<file path="config.mk">
export PLATFORM = sky130hd
export DESIGN_NAME = bridge_rr_arbiter_flat
export DESIGN_NICKNAME = d
export VERILOG_FILES = /design/src/rtl/bridge_rr_arbiter_if.sv /design/src/rtl/bridge_rr_arbiter.sv /design/src/flat_wrapper.sv
export SDC_FILE = /design/constraint.sdc
export NUM_CORES = 1
export LEC_CHECK = 0
export BUFFER_PORTS_ARGS = -buffer_cell sky130_fd_sc_hd__buf_2
export CORE_UTILIZATION = 33
export DETAILED_ROUTE_END_ITERATION = 16
export PLACE_DENSITY_LB_ADDON = 0.05
export SETUP_SLACK_MARGIN = 0.02
export SLEW_MARGIN = 5
export SYNTH_ARGS = -nofsm -noshare
export SYNTH_HDL_FRONTEND = slang
export SYNTH_SLANG_ARGS = --single-unit
</file>
<file path="constraint.sdc">
create_clock -name i_clk -period 2.1 [get_ports i_clk]
set_input_delay 0.315 -clock i_clk [delete_from_list [all_inputs] [get_ports i_clk]]
set_output_delay 0.315 -clock i_clk [all_outputs]
set_load 0.01 [all_outputs]
</file>
<file path="src/rtl/bridge_rr_arbiter_if.sv">
// Request/response bundle between N_REQ senders, the round-robin arbiter and the bridge receiver.
// slave = arbiter side, master = the environment that drives senders and the receiver.
interface bridge_rr_arbiter_if #(
  parameter int WIDTH = 8,
  parameter int N_REQ = 4,
  parameter int ID_W  = $clog2(N_REQ)
);
  logic [N_REQ-1:0]       in_valid;
  logic [N_REQ*WIDTH-1:0] in_data;
  logic [N_REQ-1:0]       in_ready;
  logic                   out_valid;
  logic [WIDTH-1:0]       out_data;
  logic [ID_W-1:0]        out_src;
  logic                   out_ready;

  modport slave (
    input  in_valid, in_data, out_ready,
    output in_ready, out_valid, out_data, out_src
  );

  modport master (
    output in_valid, in_data, out_ready,
    input  in_ready, out_valid, out_data, out_src
  );
endinterface

</file>
<file path="src/rtl/bridge_rr_arbiter.sv">
// Round-robin N_REQ:1 valid/ready arbiter into a one-deep output register; word visible 1 cycle after handshake.
// Backpressure: in_ready is granted only while the register is empty or draining this cycle; 1 word/cycle sustained.
module bridge_rr_arbiter #(
  parameter int WIDTH = 8,
  parameter int N_REQ = 4,
  parameter int ID_W  = $clog2(N_REQ)
) (
  input  logic                    i_clk,
  input  logic                    i_rst,
  input  logic                    i_en,
  bridge_rr_arbiter_if.slave      bus,
  output logic                    o_busy
);

  typedef enum logic {EMPTY = 1'b0, FULL = 1'b1} state_t;

  state_t           r_state;
  state_t           w_state_nxt;
  logic [WIDTH-1:0] r_data;
  logic [ID_W-1:0]  r_src;
  logic [ID_W-1:0]  r_rr_ptr;

  logic             w_load_ok;
  logic             w_found;
  logic             w_grant;
  logic [ID_W-1:0]  w_gnt_idx;
  logic [ID_W-1:0]  w_ptr_nxt;
  logic [WIDTH-1:0] w_gnt_data;

  assign w_load_ok = i_en & ~i_rst & ((r_state == EMPTY) | bus.out_ready);
  assign w_grant   = w_load_ok & w_found;

  // Scan from rr_ptr upward; wrap is an explicit compare so non-power-of-2 N_REQ works.
  always_comb begin
    logic [ID_W:0] idx;
    w_found   = 1'b0;
    w_gnt_idx = '0;
    idx       = '0;
    for (int k = 0; k < N_REQ; k++) begin
      idx = {1'b0, r_rr_ptr} + (ID_W+1)'(k);
      if (idx >= (ID_W+1)'(N_REQ)) begin
        idx = idx - (ID_W+1)'(N_REQ);
      end
      if (!w_found && bus.in_valid[idx[ID_W-1:0]]) begin
        w_found   = 1'b1;
        w_gnt_idx = idx[ID_W-1:0];
      end
    end
  end

  always_comb begin
    w_gnt_data = '0;
    for (int i = 0; i < N_REQ; i++) begin
      if (w_gnt_idx == ID_W'(i)) begin
        w_gnt_data = bus.in_data[i*WIDTH +: WIDTH];
      end
    end
  end

  always_comb begin
    bus.in_ready = '0;
    for (int i = 0; i < N_REQ; i++) begin
      bus.in_ready[i] = w_grant && (w_gnt_idx == ID_W'(i));
    end
  end

  assign w_ptr_nxt = (w_gnt_idx == ID_W'(N_REQ-1)) ? '0 : w_gnt_idx + ID_W'(1);

  always_comb begin
    w_state_nxt = r_state;
    if (w_grant) begin
      w_state_nxt = FULL;
    end else if ((r_state == FULL) && bus.out_ready) begin
      w_state_nxt = EMPTY;
    end
  end

  always_ff @(posedge i_clk) begin
    if (i_rst) begin
      r_state  <= EMPTY;
      r_data   <= '0;
      r_src    <= '0;
      r_rr_ptr <= '0;
    end else begin
      r_state <= w_state_nxt;
      if (w_grant) begin
        r_data   <= w_gnt_data;
        r_src    <= w_gnt_idx;
        r_rr_ptr <= w_ptr_nxt;
      end
    end
  end

  assign bus.out_valid = (r_state == FULL);
  assign bus.out_data  = r_data;
  assign bus.out_src   = r_src;
  assign o_busy        = (r_state == FULL) | (|bus.in_valid);

endmodule

</file>
<file path="src/flat_wrapper.sv">
// flat-port wrapper written by rule: the top's interface ports become plain ports
module bridge_rr_arbiter_flat 
#(
  parameter int WIDTH = 8,
  parameter int N_REQ = 4,
  parameter int ID_W  = $clog2(N_REQ)
)
  (i_clk, i_rst, i_en, o_busy, bus_in_valid, bus_in_data, bus_out_ready, bus_in_ready, bus_out_valid, bus_out_data, bus_out_src);
  bridge_rr_arbiter_if #(.WIDTH(WIDTH), .N_REQ(N_REQ), .ID_W(ID_W)) bus_i ();
  input  logic i_clk;
  input  logic i_rst;
  input  logic i_en;
  output logic o_busy;
  input wire logic [$bits(bus_i.in_valid)-1:0] bus_in_valid;
  input wire logic [$bits(bus_i.in_data)-1:0] bus_in_data;
  input wire logic [$bits(bus_i.out_ready)-1:0] bus_out_ready;
  output wire logic [$bits(bus_i.in_ready)-1:0] bus_in_ready;
  output wire logic [$bits(bus_i.out_valid)-1:0] bus_out_valid;
  output wire logic [$bits(bus_i.out_data)-1:0] bus_out_data;
  output wire logic [$bits(bus_i.out_src)-1:0] bus_out_src;
  assign bus_i.in_valid = bus_in_valid;
  assign bus_i.in_data = bus_in_data;
  assign bus_i.out_ready = bus_out_ready;
  assign bus_in_ready = bus_i.in_ready;
  assign bus_out_valid = bus_i.out_valid;
  assign bus_out_data = bus_i.out_data;
  assign bus_out_src = bus_i.out_src;
  bridge_rr_arbiter #(.WIDTH(WIDTH), .N_REQ(N_REQ), .ID_W(ID_W)) u_core (.i_clk(i_clk), .i_rst(i_rst), .i_en(i_en), .bus(bus_i), .o_busy(o_busy));
endmodule
</file>
### Word-level counts from Yosys, hierarchy flattened

Index checks and enable logic that the tools add are counted.

* $add $sub $neg: 8
* order comparisons: 8
* eq/ne operators: 3
* multiplexer cells: 27
* bitwise gates (word level): 7
* reduce and logical (&&, ||, !) cells: 14

Operators with widths (number)
* $mux 8: 4
* $mux 2: 9
* $lt 2x3->1 const B: 4
* $mux 1: 10
* $ge 3x3->1 const B: 3
* $bmux 1 s2: 4
* $logic_and 1x1->1: 8
* $sub 2x1->2 const B: 4
* $add 2x2->3 const B: 2
* $eq 2x2->1 const B: 2
* $reduce_or 4->1: 1
* $add 2x1->3 const B: 1
* $and 1x1->1: 3
* $ge 2x3->1 const B: 1
* $logic_not 1->1: 3
* $add 2x1->2 const B: 1
* $eq 2x1->1 const B: 1
* $logic_not 2->1: 1
* $not 1->1: 2
* $or 1x1->1: 2
* $reduce_bool 2->1: 1

* register bits after elaboration: 13
* bits of input ports: 40
* output and inout bits: 16

### Longest topological paths before layout

* depth after elaboration: 19
* depth in mapped cells: 11

### Worst setup path before layout

Ideal clock, no wire load.

* path kind: in2reg
* start: in bus_in_valid[1]
* end: reg u_core.r_data[7] (netlist: u_core.bus.out_data[7])
* arrival time: 2.014 ns
* required time: 1.964 ns
* path slack: -0.050 ns
* stages on the path: 11
* path buffers: 2
* cell sequence: nand2b_1 a21oi_1 o32ai_1 inv_1 ha_1 buf_2 clkbuf_1 a21oi_1 o21ai_0 a221oi_2 nor3_2

* word-level cells in the longest chain between the ends: 17

RTL lines
* start, declared: line flat_wrapper.sv:14 `input wire logic [$bits(bus_i.in_valid)-1:0] bus_in_valid;`
* $bmux 1 s2: line bridge_rr_arbiter.sv:44 `if (!w_found && bus.in_valid[idx[ID_W-1:0]]) begin`
* $mux 1 (implied by the code): line bridge_rr_arbiter.sv:44
* $mux 1: line bridge_rr_arbiter.sv:44
* $logic_not 1->1: line bridge_rr_arbiter.sv:44
* $logic_and 1x1->1: line bridge_rr_arbiter.sv:44
* $mux 1: line bridge_rr_arbiter.sv:44
* $logic_not 1->1: line bridge_rr_arbiter.sv:44
* $logic_and 1x1->1: line bridge_rr_arbiter.sv:44
* $mux 1: line bridge_rr_arbiter.sv:44
* $logic_not 1->1: line bridge_rr_arbiter.sv:44
* $logic_and 1x1->1: line bridge_rr_arbiter.sv:44
* $mux 2 *: line bridge_rr_arbiter.sv:44
* net u_core.w_gnt_idx[1]: line bridge_rr_arbiter.sv:26 `logic [ID_W-1:0] w_gnt_idx;`
* $logic_not 2->1: line bridge_rr_arbiter.sv:54 `if (w_gnt_idx == ID_W'(i)) begin`
* $mux 8 (3 in a row): line bridge_rr_arbiter.sv:54
* $mux 8 *: line bridge_rr_arbiter.sv:54
* end signal, assigned: line bridge_rr_arbiter.sv:87 `r_data <= w_gnt_data;`
* end, declared: line bridge_rr_arbiter.sv:19 `logic [WIDTH-1:0] r_data;`

The timed path passes the listed nets; every way through them passes the cells marked *. The select of a mux whose other input is x is not followed.
A chain may end at the register's enable or synchronous reset.

### Worst setup path in the final report

* start: reg u_core.r_rr_ptr[1]
* end: out bus_in_ready[3]

* word-level cells in the longest chain between the ends: 16

RTL lines
* start, declared: line bridge_rr_arbiter.sv:21 `logic [ID_W-1:0] r_rr_ptr;`
* start signal, assigned: line bridge_rr_arbiter.sv:89 `r_rr_ptr <= w_ptr_nxt;`
* branches (longest 13 deep; another with $add 2x1->3)
* $mux 2 *: line bridge_rr_arbiter.sv:44
* net u_core.w_gnt_idx[0]: line bridge_rr_arbiter.sv:26
* $eq 2x2->1 *: line bridge_rr_arbiter.sv:63 `bus.in_ready[i] = w_grant && (w_gnt_idx == ID_W'(i));`
* $logic_and 1x1->1 *: line bridge_rr_arbiter.sv:63
* end, declared: line flat_wrapper.sv:17 `output wire logic [$bits(bus_i.in_ready)-1:0] bus_in_ready;`

Mark *: on every way through the listed nets, which the timed path passes. The select of a mux whose other input is x is not followed.

==> results.toml <==
[floorplan]
die_w_um = 56.03
start_util = 0.3494
fp.dieH_um = 56.03
num_rows = 19
pin_count = 56
core_area_um2 = 2758
die-area_um2 = 3139

[pwr]
total_power_mw = 0.7676
ir_worst_vdd_mv = 0.4208
leakagePower_nw = 0.7323
power.density_nw_per_um2 = 507.4

[synthesis]
synth_top_family_by_area = "simple AND/OR/NAND/NOR gates"
yosysUniqueCellTypes = 28
yosysSeqAreaShare = 0.2701
synth.area.top_cells = "dfxtp_1 (27%), a21oi_1 (9.4%), a221oi_2 (9.4%)"
synth.most_common_cell = "a21oi_1"
yosysTopAreaCell = "dfxtp_1"
yosys.area_share.adder = 0.05195
syn_inst = 125
muxShareOfSynthArea = 0
synth-xor-area-share = 0
synth_area_um2 = 963.4
synth_warnings = 0
synthTopCellsByCount = "a21oi_1 (18), dfxtp_1 (13), nor2_1 (13)"
ys_ff_latch = 13
synth_compound_area_frac = 0.2896
synth_edf_count = 0
synth_top_area_frac = 0.2701
synth_nets = 169
synth-async-reset-ratio = 0
synthSimpleGateAreaFrac = 0.2935
synthFlopType = "dfxtp_1"
avgSynthCellArea_um2 = 7.707

[global_route]
grt_use_total = 0.1873
antenna_found_initial = 0
overflow = 0
grt_pass1_wl_mm = 4.643
grt_max_degree = 18
grt_pass1_vias = 1113

[critical_path]
reg2reg_setup_slack_ns = 0.08
critPathCaptureType = "output pin"
startpoint_type = "register"
worstSetupPathType = "register to output pin"
endpoint = "bus_in_ready[3]"
rr_endpoint = "u_core.bus.out_data[1]"
crit_arrival_ns = 1.71
r2r_cells = 9
r2r_start = "u_core.r_rr_ptr[1]"
cp-startpoint = "u_core.r_rr_ptr[1]"
crit_required_ns = 1.78
path_max_fanout = 4

[flow_run]
drv_cap = 0

[placed_design]
dpl.hpwl_mm = 2.182
io_buffers = 55
gp_congestion = 0.8064

[routing]
ant_nets = 0
vias = 1123
wl_per_cell_um = 12.66
drt-initial-drc-count = 33
drt-vias-per-instance = 5.036
dr.pass1.iters = 4
drc_errors = 0
routed_wl_mm = 2.823

[sta]
rsz0062_at_grt = "yes"
final_hold_viol_count = 0
finalCriticalPeriod_ns = 2.020
finalSetupTns_ns = 0
fin_crit_sh = 0.9619
fmax_mhz = 495.0
slew_headroom = 0.6718
setup_viol = 0
tightestPinTransition_ns = 0.4907
slew_viol_final = 0
clock_skew_ns = 0.003981

[cts]
clk_latency_ns = 0.28
clk_path_buf_depth = 2
cts_buffers = 3
cts_root_buffer = "clkbuf_4"
clk_pin_slew_ns = 0.08
cts_tree = "done"
clock_sinks = 13
hold_buffers = 0
ctsHtreeMaxLevel = 1

[min_path]
hp-class = "input port to register"

[layout]
final_nets = 237
n_antenna_cell = 0
drive_above_1_share = 0.5729
area_growth_pct = 57.01

[outcome]
outcome = "completed"
==> logic make-up (layout without fill, tap and decap cells) <==
| family | count (synthesis) | in the layout |
|---|---|---|
| AO/OA/AOI/OAI | 39 | 39 |
| adder cells (fa/ha/maj) | 4 | 4 |
| buffers and inverters | 21 | 88 |
| flip-flops | 13 | 13 |
| AND/OR/NAND/NOR | 48 | 48 |
==> cells in the final DEF, fill, tap and decap left out, drive strengths merged, types with 2 or more instances in the layout <==
cell type,count
a21oi,18
nand2,10
a221oi,8
buf,73
and2,4
nand2b,2
clkbuf,4
nor2b,3
nor2,13
nor3b,2
dfxtp,13
nor3,9
ha,4
o21ai,9
inv,11
==> worst min path at each step <==
stage | slack (ns) | from | end | cells after the start
floorplan | 0.39 | i_rst | u_core.bus.out_data[3] | 1
global placement | 0.46 | u_core.bus.out_src[1] | u_core.bus.out_src[1] | 2
detailed placement | 0.46 | u_core.bus.out_src[1] | u_core.bus.out_src[1] | 2
CTS | 0.36 | bus_in_data[24] | u_core.bus.out_data[0] | 3
global route | 0.36 | bus_in_data[29] | u_core.bus.out_data[5] | 3
finish | 0.36 | bus_in_data[24] | u_core.bus.out_data[0] | 3
==> per-stage QoR <==
step / util / hold WS (ns) / cells / worst slack, ns / instance area (um^2)
after floorplan: - / 0.3943 / 125 / 0.04199 / 970.9
final: 0.5485 / 0.3606 / 223 / 0.07993 / 1513
after detailed placement: 0.4887 / 0.4597 / 216 / -0.1617 / 1348
after CTS: 0.5290 / 0.3558 / 221 / 0.02152 / 1459
after global placement: 0.4887 / 0.4597 / 216 / -0.09578 / 1348
after global routing: 0.5485 / 0.3642 / 223 / 0.0002693 / 1513
==> state kept, by name (all words and copies together), names as in the netlist <==
name	cells
u_core.bus.out_data	8
u_core.bus.out_valid	1
u_core.bus.out_src	2
u_core.r_rr_ptr	2
==> layout make-up <==
type	instances	area, um^2
Multi-Input combinational cell	91	716.9
Inverter	11	43.79
Sequential cell	13	262.8
Timing Repair Buffer	73	424.2
Tap cell	31	38.79
Fill cell	274	1245
Clock buffer	4	26.28
==> critical path, cell delays in order (launching register included) <==
cell     delay [ns]
dfxtp_2        0.34
buf_6          0.12
nor3b_4        0.14
o22a_2         0.27
buf_6          0.14
ha_4           0.16
and2_1         0.13
buf_2          0.13
==> per-layer routing <==
layer	vias up	GRT usage	wire length (um)
li1	571	-	-
met1	509	0.2014	1152
met2	38	0.3571	1478
met3	5	0.04186	159
met4	0	0.05923	33
met5	-	0	0
==> what timing repair did <==
item | 4_1_cts | 5_1_grt
pin swaps | 1 | 3
buffers inserted | 1 | 3
resized for setup | 17 | 14
endpoints found under the setup margin | 8 | 7
endpoints found under the hold margin | 0 | 0
==> where the power goes <==
part | leakage, nW | switching, mW | total, mW | internal (mW)
logic | 0.610 | 0.176 | 0.337 | 0.161
clock network | 0.0150 | 0.0793 | 0.153 | 0.0737
registers | 0.108 | 0.0110 | 0.277 | 0.266
total | 0.732 | 0.267 | 0.768 | 0.501
No activity file was read; power rests on OpenSTA's default activity.
